File: src/rtl/dp_ram_pkg.sv
// Shared definitions for the parametrised dual-port RAM.
//   state_e        : clear-engine FSM states
//   RW_OLD/RW_NEW  : read-during-write collision modes
//   addr_in_range  : unsigned address-vs-depth check used by both ports
package dp_ram_pkg;

  typedef enum logic {
    ST_CLEAR = 1'b0,
    ST_READY = 1'b1
  } state_e;

  localparam int unsigned RW_OLD = 0;
  localparam int unsigned RW_NEW = 1;

  // Both operands are widened to 64 bits so the compare is always unsigned
  // and independent of ADDR_W.
  function automatic logic addr_in_range(input logic [63:0] addr,
                                         input logic [63:0] depth);
    return (addr < depth);
  endfunction

endpackage

File: src/rtl/dp_ram_rd_pipe.sv
// Read output register chain, STAGES deep (1 or 2).
//   clk, rst_n : clock, asynchronous active-low reset
//   vld_i      : a read result is presented on data_i this cycle
//   data_i     : read result entering the chain
//   data_o     : last stage data, held when no new result arrives
//   vld_o      : last stage valid, one pulse per accepted read
module dp_ram_rd_pipe #(
  parameter int DATA_W = 4,
  parameter int STAGES = 1
) (
  input  logic              clk,
  input  logic              rst_n,
  input  logic              vld_i,
  input  logic [DATA_W-1:0] data_i,
  output logic [DATA_W-1:0] data_o,
  output logic              vld_o
);

  logic [DATA_W-1:0] data_p [STAGES];
  logic              vld_p  [STAGES];

  // Stage p0 captures the array output; each later stage copies its
  // predecessor. Data only moves with its valid so outputs hold between reads.
  always_ff @(posedge clk or negedge rst_n) begin
    if (!rst_n) begin
      for (int i = 0; i < STAGES; i++) begin
        vld_p[i]  <= 1'b0;
        data_p[i] <= '0;
      end
    end else begin
      vld_p[0] <= vld_i;
      if (vld_i) data_p[0] <= data_i;
      for (int i = 1; i < STAGES; i++) begin
        vld_p[i] <= vld_p[i-1];
        if (vld_p[i-1]) data_p[i] <= data_p[i-1];
      end
    end
  end

  assign data_o = data_p[STAGES-1];
  assign vld_o  = vld_p[STAGES-1];

endmodule

File: src/rtl/dp_ram_param.sv
// Parametrised single-clock dual-port RAM (one write port, one read port)
// with a hardware clear engine and out-of-range detection.
//   clk, rst_n                        : clock, asynchronous active-low reset
//   write_en/write_addr/write_data    : write port, ignored while init_busy
//   read_en/read_addr                 : read port, ignored while init_busy
//   clear_req                         : pulse to zero the whole array
//   read_data/read_valid              : read result READ_LAT cycles later
//   init_busy                         : clear engine running
//   addr_err                          : previous cycle used an address >= DEPTH
module dp_ram_param
  import dp_ram_pkg::*;
#(
  parameter int DATA_W   = 4,
  parameter int DEPTH    = 256,
  parameter int ADDR_W   = 8,
  parameter int READ_LAT = 1,
  parameter int RW_MODE  = 0
) (
  input  logic              clk,
  input  logic              rst_n,
  input  logic              write_en,
  input  logic [ADDR_W-1:0] write_addr,
  input  logic [DATA_W-1:0] write_data,
  input  logic              read_en,
  input  logic [ADDR_W-1:0] read_addr,
  input  logic              clear_req,
  output logic [DATA_W-1:0] read_data,
  output logic              read_valid,
  output logic              init_busy,
  output logic              addr_err
);

  localparam int IDX_W = (DEPTH > 1) ? $clog2(DEPTH) : 1;

  state_e           state_q, state_d;
  logic [IDX_W-1:0] clr_cnt_q, clr_cnt_d;
  logic             addr_err_q, addr_err_d;

  logic [DATA_W-1:0] mem [DEPTH];

  logic              ready;
  logic              wr_in, rd_in;
  logic              wr_ok, rd_acc, rd_ok;
  logic [IDX_W-1:0]  wr_idx, rd_idx;
  logic [DATA_W-1:0] rd_word;

  assign ready  = (state_q == ST_READY);
  assign wr_in  = addr_in_range(64'(write_addr), 64'(DEPTH));
  assign rd_in  = addr_in_range(64'(read_addr), 64'(DEPTH));
  assign wr_ok  = ready && write_en && wr_in;
  assign rd_acc = ready && read_en;          // out-of-range reads still return a valid
  assign rd_ok  = rd_acc && rd_in;
  // Truncation is safe: the index is only used once the range check passed.
  assign wr_idx = write_addr[IDX_W-1:0];
  assign rd_idx = read_addr[IDX_W-1:0];

  always_comb begin
    state_d    = state_q;
    clr_cnt_d  = clr_cnt_q;
    addr_err_d = 1'b0;
    case (state_q)
      ST_CLEAR: begin
        clr_cnt_d = clr_cnt_q + 1'b1;
        if (clr_cnt_q == IDX_W'(DEPTH - 1)) begin
          state_d   = ST_READY;
          clr_cnt_d = '0;
        end
      end
      ST_READY: begin
        addr_err_d = (write_en && !wr_in) || (read_en && !rd_in);
        if (clear_req) begin
          state_d   = ST_CLEAR;
          clr_cnt_d = '0;
        end
      end
      default: state_d = ST_CLEAR;
    endcase
  end

  always_ff @(posedge clk or negedge rst_n) begin
    if (!rst_n) begin
      state_q    <= ST_CLEAR;
      clr_cnt_q  <= '0;
      addr_err_q <= 1'b0;
    end else begin
      state_q    <= state_d;
      clr_cnt_q  <= clr_cnt_d;
      addr_err_q <= addr_err_d;
    end
  end

  // The array has no reset; the clear engine owns the write port while busy.
  always_ff @(posedge clk) begin
    if (state_q == ST_CLEAR) mem[clr_cnt_q] <= '0;
    else if (wr_ok)          mem[wr_idx]    <= write_data;
  end

  // Combinational array read feeding the first pipe stage. On a same-address
  // collision the array still holds the old word this cycle, so RW_OLD falls
  // out naturally and RW_NEW needs an explicit bypass.
  always_comb begin
    rd_word = '0;
    if (rd_ok) begin
      if (RW_MODE == RW_NEW && wr_ok && write_addr == read_addr) rd_word = write_data;
      else                                                       rd_word = mem[rd_idx];
    end
  end

  dp_ram_rd_pipe #(
    .DATA_W(DATA_W),
    .STAGES(READ_LAT)
  ) u_rd_pipe (
    .clk   (clk),
    .rst_n (rst_n),
    .vld_i (rd_acc),
    .data_i(rd_word),
    .data_o(read_data),
    .vld_o (read_valid)
  );

  assign init_busy = (state_q == ST_CLEAR);
  assign addr_err  = addr_err_q;

endmodule

File: config.mk
export PLATFORM = sky130hd
export DESIGN_NAME = dp_ram_param
export DESIGN_NICKNAME = d
export VERILOG_FILES = /design/src/rtl/dp_ram_pkg.sv /design/src/rtl/dp_ram_rd_pipe.sv /design/src/rtl/dp_ram_param.sv
export SDC_FILE = /design/constraint.sdc
export NUM_CORES = 1
export LEC_CHECK = 0
export BUFFER_PORTS_ARGS = -buffer_cell sky130_fd_sc_hd__buf_2
export CORE_MARGIN = 1.5
export CORE_UTILIZATION = 61
export DETAILED_ROUTE_END_ITERATION = 6
export PLACE_DENSITY_LB_ADDON = 0.08
export SYNTH_ARGS = -nofsm -noshare
export SYNTH_HDL_FRONTEND = slang
export SYNTH_SLANG_ARGS = --single-unit
File: constraint.sdc
create_clock -name clk -period 6.7 [get_ports clk]
set_clock_uncertainty 0.2 [all_clocks]
set_input_delay 2.01 -clock clk [delete_from_list [all_inputs] [get_ports clk]]
set_output_delay 2.01 -clock clk [all_outputs]
set_load 0.05 [all_outputs]
==> results of run 1 <==
## logic make-up (layout without fill, tap and decap cells)
logic type	after synthesis	count (layout)
flip-flops	1038	1038
AND/OR/NAND/NOR	482	482
multiplexers	355	355
AO/OA/AOI/OAI	236	236
buffers and inverters	146	285
XOR/XNOR	3	3
adder cells (fa/ha/maj)	1	1
other	1	2
## power by group
group          internal (mW)  total (mW)  switching (mW)
sequential              7.21        7.29          0.0823
combinational          0.344        1.27           0.924
clock                   3.57        5.99            2.41
## worst register-to-register path, cell delays in order, from the launching register on
cell and delay [ps]:
dfrtp_1 850, nand2_1 480, or3_1 450, o31ai_1 80, buf_4 210, nand3_1 910, nor2_1 720
## worst paths after layout
| path | depth (start not counted) | slack (ps) | end |
|---|---|---|---|
| worst max-delay path | 7 | 1990 | mem[100][1] |
| worst min-delay path | 1 | 420 | clr_cnt_q[3] |
| worst max register to register | 6 | 2440 | mem[100][1] |
| worst min register to register | 1 | 420 | clr_cnt_q[3] |
| max in group asynchronous | 1 | 4900 | u_rd_pipe.vld_o |
| min in group asynchronous | 1 | 1090 | clr_cnt_q[7] |
## routing by layer
layer  part of all wire  GRT usage  up-vias  wire length (microns)
li1                   -          -     9228                      -
met1               0.40      0.445    11500                  41400
met2               0.47      0.458     1358                  48700
met3               0.10     0.0650      185                  10300
met4              0.028     0.0906        2                   2850
met5            0.00019          0        -                     20
## area by class of cell
cell class | instances | area [sq um]
Sequential cell | 1038 | 31100
Tap cell | 873 | 1090
Antenna cell | 1 | 2.50
Clock inverter | 66 | 823
Multi-Input combinational cell | 1078 | 9740
Fill cell | 4312 | 21200
Inverter | 8 | 30.0
Timing Repair Buffer | 88 | 757
Clock buffer | 123 | 2670
## flip-flops by register name, indices dropped and copies added (netlist names)
signal	cells
mem	1024
clr_cnt_q	8
u_rd_pipe.data_o	4
ready	1
u_rd_pipe.vld_o	1
## cells in the final DEF, fill, tap and decap left out, types with 7 or more instances in the layout
| cell type | synthesis | final |
|---|---|---|
| a2111oi_0 | 11 | 11 |
| a211oi_1 | 10 | 10 |
| a21oi_1 | 39 | 39 |
| a221oi_1 | 8 | 8 |
| a22oi_1 | 24 | 24 |
| and2_1 | 7 | 7 |
| buf_12 | 3 | 12 |
| buf_2 | 17 | 27 |
| buf_4 | 16 | 47 |
| bufinv_16 | 0 | 19 |
| clkbuf_1 | 69 | 19 |
| clkbuf_16 | 0 | 104 |
| clkinv_1 | 1 | 19 |
| clkinv_2 | 0 | 19 |
| dfrtp_1 | 14 | 14 |
| edfxtp_1 | 1024 | 1024 |
| mux2_2 | 14 | 14 |
| mux2i_1 | 149 | 149 |
| mux4_2 | 192 | 192 |
| nand2_1 | 86 | 86 |
| nand3_1 | 35 | 35 |
| nand3b_1 | 17 | 17 |
| nor2_1 | 280 | 280 |
| nor2b_1 | 10 | 10 |
| nor3_1 | 9 | 9 |
| o211ai_1 | 7 | 7 |
| o21ai_0 | 37 | 37 |
| o221ai_1 | 25 | 25 |
| o22ai_1 | 31 | 31 |
| o31ai_1 | 9 | 9 |
## metrics by stage
stage	hold slack (ps)	std cells	worst slack, ps
CTS	415	3274	2100
global placement	381	3085	1460
detailed placement	399	3085	1410
floorplan	334	2262	303
global route	439	3274	1920
finish	422	3275	1990
==> results.md, run 1 <==
* Initial detailed-routing violation count at 3,139
* Largest cells by area after synthesis: edfxtp_1 74%, mux4_2 10%, mux2i_1 3.6%, nor2_1 2.5%, dfrtp_1 0.84%
* Top cell type's share of synthesized area at 0.737
* Crit Path Max Fanout at 14
* RSZ-0062 raised after global routing: false
* XOR/XNOR Fraction of Synth Area at 0.000630
* Final setup fails at 0
* Slew Viols, Final at 0
* Synth Cell Area at 41,700 sq um
* Critical Path Source Type: input pin
* Post-CTS sizing at 0
* Sequential area share after synthesis at 0.746
* Crit Path Class: input pin to register
* DRC at 0
* Final min period at 4710 ps
* Area leader, netlist: edfxtp_1
* Critical R2R Launch: ready
* Simple-Gate Fraction of Synth Area at 0.0497
* Critical path's largest stage delay at 910 ps
* Critical path buffer and inverter count at 2
* Crit. End Element: register
* Mapped Avg Cell Area at 18.4 sq um
* Die H at 265 microns
* Count of cell types in the netlist at 65
* CP startpoint: write_en
* Layout Nets at 2,341
* Fin. Hold Viols at 0
* Outcome: finished, final reports clean
* Detailed Place HPWL at 65.9 mm
* Clock latency at the later pin of the worst-skew pair at 660 ps
* Die area at 70,000 sq um
* Final wirelength at 103 mm
* Vias in the first global route at 22,000
* Routability Congestion at 0.912
* Post-Syn Instances at 2,262
* Final Util at 0.686
* Power Density at 315 nW/um^2
* Initial core utilization at 0.619
* Post-route ant nets at 0
* Pin count of the biggest net entering global routing at 141
* DP Area at 42,700 sq um
* CTS hold repair buffers at 0
* Die width at 265 microns
* Top FF cell, synth: edfxtp_1
* CTS max path bufs at 3
* Power, Total at 14.5 mW
* Syn Nets at 2,288
* Worst min path class: register to register
* Site Rows at 95
* WP data required at 6790 ps
* VDD IR-drop max at 0.288 mV
* Post-CTS setup buffers at 0
* Post-synthesis mux area share at 0.143
* First-pass GRT wire length at 151 mm
* Synth Area in Compound Gates at 0.0392
* H-tree lvl count at 3
* Via-per-instance ratio at 6.79
* Cell chain of the critical path: buf_2 -> nand2_1 -> or3_1 -> o31ai_1 -> buf_4 -> nand3_1 -> nor2_1
* Post-synth EDFFs at 1,024
* Share of cells above drive strength 1 at 0.190
* Crit-path leading delay family: simple AND/OR/NAND/NOR gates
* Area growth from synthesis to layout at 10.8%
* Clk pin slew, worst setup/hold paths at 60 ps
* IO Port Bufs at 30
* I/O pin cnt at 32
* Slowest cell on crit path: nand3_1
* Pleak at 14.8 nW
* CTS tree: built
* WL per Instance at 31.6 microns
* Core Footprint at 67,400 sq um
* Design area at 46,200 sq um
* Max Cap Viol at 0
* Initial antenna violation count at 2
* Total Neg Setup Slack at 0 ps
* Synth Area in Adders at 0.000300
* CTS Buf Count at 101
* Yosys warns at 0
* Largest family of logic cells by synthesized area: multiplexers
* Worst slew margin at 0.152
* Fin crit share at 0.703
* Fmax at 212 MHz
* Cell with the most instances after synthesis: edfxtp_1
* Worst Tran Pin Value at 1270 ps
* GRT Total Usage at 0.301
* Root Driver: clkbuf_16
* Top cells by count, synth: 1,024 x edfxtp_1, 280 x nor2_1, 192 x mux4_2
* FFs w/ async S/R, synth at 0.0135
* CTS Sinks at 1,038
* GRT overflow at 0
* Worst path arrival time at 4800 ps
* Flops & latches, synth at 1,038
* Hold Startpoint: clr_cnt_q[3]
* TritonRoute pass-1 iters at 5
* Detailed-route via count at 22,300
No activity file was read; power rests on OpenSTA's default activity.
==> run 2: changes to the inputs <==
--- a/config.mk
+++ b/config.mk
@@ -5,9 +5,10 @@
 export SDC_FILE = /design/constraint.sdc
 export NUM_CORES = 1
 export LEC_CHECK = 0
+export ABC_AREA = 1
 export BUFFER_PORTS_ARGS = -buffer_cell sky130_fd_sc_hd__buf_2
 export CORE_MARGIN = 1.5
-export CORE_UTILIZATION = 61
+export CORE_UTILIZATION = 57
 export DETAILED_ROUTE_END_ITERATION = 6
 export PLACE_DENSITY_LB_ADDON = 0.08
 export SYNTH_ARGS = -nofsm -noshare
==> constraint.sdc (replaced) <==
create_clock -name clk -period 4.2 [get_ports clk]
set_clock_uncertainty 0.2 [all_clocks]
set_input_delay 1.26 -clock clk [delete_from_list [all_inputs] [get_ports clk]]
set_output_delay 1.26 -clock clk [all_outputs]
set_load 0.05 [all_outputs]
==> run 2 against run 1 <==
Combinational power increased by 94%. Routed wire length rose by 8.7%. Sequential share of layout area down 2.4 points. Clock power grew 51%. Final area increased by 3.7%. Count of clock-buffer cells in the layout up 17. Sequential cell count unchanged. Register-to-register slack lost 1400 ps. Non-clock buffer count is 44 higher. Setup slack lost 1100 ps. Final cell count up 48%.
==> results.md, run 2 <==
* Outcome: finished, final reports clean
* Design area at 47,900 sq um (+3.7%)
* FFs w/ async S/R, synth at 0.0135 (unchanged)
* Register-to-register setup slack at 1010 ps (-1430 ps)
* Hold Path Depth at 2 (+1)
* GRT overflow at 0 (unchanged)
* Critical path's largest stage delay at 530 ps (-380 ps)
* Detailed Place HPWL at 68.9 mm (+4.6%)
* Via-per-instance ratio at 5.99 (-12%)
* DP Area at 44,600 sq um (+4.4%)
* IO Port Bufs at 30 (unchanged)
* Crit Path Class: input pin to register
* Cell with the most instances after synthesis: nand2_1
* Area leader, netlist: edfxtp_1
* Sequential area share after synthesis at 0.716 (-0.0297)
* RSZ-0062 raised after global routing: false
* Top cells by count, synth: 1,102 x nand2_1, 1,024 x edfxtp_1, 1,002 x nand3_1
* Top FF cell, synth: edfxtp_1
* Area growth from synthesis to layout at 10.3%
* Die H at 279 microns (+5.5%)
* CTS max path bufs at 3 (unchanged)
* Biggest register: mem
* Vias in the first global route at 27,900 (+27%)
* Critical Path Source Type: input pin
* Yosys warns at 0 (unchanged)
* CTS Sinks at 1,038 (unchanged)
* Initial core utilization at 0.574 (-0.0450)
* Slowest cell on crit path: nand2_1
* Die area at 77,900 sq um (+11%)
* Initial antenna violation count at 2 (unchanged)
* WP data required at 4320 ps (-2470 ps)
* Top cell type's share of synthesized area at 0.708 (-0.0294)
* Pin count of the biggest net entering global routing at 137 (-2.8%)
* WL per Instance at 23.2 microns (-26%)
* Mapped Avg Cell Area at 11.4 sq um (-38%)
* Fmax at 299 MHz
* Pleak at 17.0 nW (+15%)
* Power Density at 481 nW/um^2 (+53%)
* Max Cap Viol at 0 (unchanged)
* Crit path to: mem[73][3]
* Detailed-route via count at 29,000 (+30%)
* Final wirelength at 112 mm (+8.7%)
* Flops & latches, synth at 1,038 (unchanged)
* Worst min path class: register to register
* Die width at 279 microns (+5.5%)
* Final min period at 3340 ps
* Largest cells by area after synthesis: edfxtp_1 71%, nand3_1 12%, nand2_1 9.5%, nor2_1 2.5%, buf_2 1.8%
* Worst Tran Pin Value at 862 ps (-406 ps)
* Syn Nets at 3,824 (+67%)
* WHS at 283 ps (-139 ps)
* Final Util at 0.633 (-0.0527)
* Share of cells above drive strength 1 at 0.0831 (-0.107)
* Layout Nets at 3,803 (+62%)
* Post-CTS sizing at 0 (unchanged)
* Critical R2R Launch: ready
* Root Driver: clkbuf_16
* Clk pin slew, worst setup/hold paths at 60 ps (about the same)
* First-pass GRT wire length at 168 mm (+12%)
* VDD IR-drop max at 0.458 mV (+59%)
* DRC at 0 (unchanged)
* CTS Buf Count at 104 (+3.0%)
* I/O pin cnt at 32 (unchanged)
* CP startpoint: write_en
* Crit. End Element: register
* Power, Total at 23.1 mW (+59%)
* Count of cell types in the netlist at 31 (-52%)
* Crit Path Max Fanout at 20 (+6)
* Post-route ant nets at 0 (unchanged)
* Initial detailed-routing violation count at 3,215 (+2.4%)
* H-tree lvl count at 3 (unchanged)
* Core Footprint at 75,700 sq um (+12%)
* Cell mode on critical path: nor2_1
* CTS hold repair buffers at 0 (unchanged)
* Synth Cell Area at 43,400 sq um (+4.2%)
* TritonRoute pass-1 iters at 6 (+1)
* Final setup fails at 0 (unchanged)
* GRT Total Usage at 0.290 (-0.0106)
* Fin crit share at 0.796
* Max reg flops at 1,024 (unchanged)
* Cell chain of the critical path: buf_2 -> nand2_8 -> nand2_1 -> o21ai_2 -> inv_1 -> nor2_1 -> inv_1 -> nor2_1 -> nand2_1 -> buf_4 -> nor2_1
* Commonest cells after routing, fill and taps aside: 1,102 x nand2_1, 1,024 x edfxtp_1, 1,002 x nand3_1
* Most common cell after layout, fill and taps aside: nand2_1
* Site Rows at 101 (+6.3%)
* Post-synth EDFFs at 1,024 (unchanged)
* R2R depth at 9 (+3)
* CTS tree: built
* Worst slew margin at 0.424 (+0.271)
* Post-Syn Instances at 3,798 (+68%)
* Post-CTS setup buffers at 0 (unchanged)
* Fin. Hold Viols at 0 (unchanged)
* Slew Viols, Final at 0 (unchanged)
* Reg2Reg Capture Point: mem[73][3]
* Clock latency at the later pin of the worst-skew pair at 660 ps (about the same)
* Worst path arrival time at 3460 ps (-1340 ps)
* Routability Congestion at 0.928 (+1.7%)
## run 2: report_power, final
group | switching [mW] | total, mW | internal [mW]
clock | 3.78 | 9.02 | 5.25
combinational | 1.90 | 2.46 | 0.563
sequential | 0.0706 | 11.6 | 11.5
total | 5.74 | 23.1 | 17.3
## run 2: logic make-up (layout without fill, tap and decap cells)
kind of cell | Yosys count | count (layout) | synth area share
adders and majority gates | 1 | 1 | 0.000288
buffers and inverters | 316 | 381 | 0.0391
other | 1 | 2 | 0.0000863
xor gates and xnor gates | 5 | 5 | 0.00101
and+or+nand+nor | 2418 | 2418 | 0.240
AOI/OAI and AO/OA | 19 | 19 | 0.00377
DFF | 1038 | 1038 | 0.716
## run 2: layout make-up
type                    count  area, sq um
multi-input cells        2444        10700
inverters                  57          240
repair buffers            132         1360
flip-flops and latches   1038        31100
clock buffers             140         2780
well taps                 978         1220
fillers                  5851        27800
clock inverters            52          522
diodes                      1         2.50
## run 2: through the flow
| stage | worst slack [ps] | instances | setup TNS, ps |
|---|---|---|---|
| floorplan | -139 | 3798 | -128940 |
| global placement | 227 | 4649 | 0 |
| detailed placement | 196 | 4649 | 0 |
| CTS | 889 | 4841 | 0 |
| global route | 675 | 4841 | 0 |
| finish | 857 | 4842 | 0 |
## run 2: worst min path at each step
stage / startpoint / endpoint / slack, ps
global placement: u_rd_pipe.data_o[0] / u_rd_pipe.data_o[0] / 260
global route: rst_n / u_rd_pipe.data_o[0] / 310
detailed placement: u_rd_pipe.data_o[0] / u_rd_pipe.data_o[0] / 260
finish: u_rd_pipe.data_o[0] / u_rd_pipe.data_o[0] / 280
CTS: rst_n / u_rd_pipe.data_o[2] / 290
floorplan: clr_cnt_q[6] / clr_cnt_q[6] / 310
## run 2: per-layer routing
metal  vias up  track usage  wire, microns
li1      13300            -              -
met1     14100        0.414          46900
met2      1331        0.453          51600
met3       237       0.0502           9870
met4         4        0.101           3860
met5         -            0             28
## run 2: critical path, delay by kind of cell
| kind | cells | cell delay [ps] |
|---|---|---|
| AO/OA/AOI/OAI | 1 | 90 |
| buffers and inverters | 4 | 710 |
| AND/OR/NAND/NOR | 6 | 1370 |
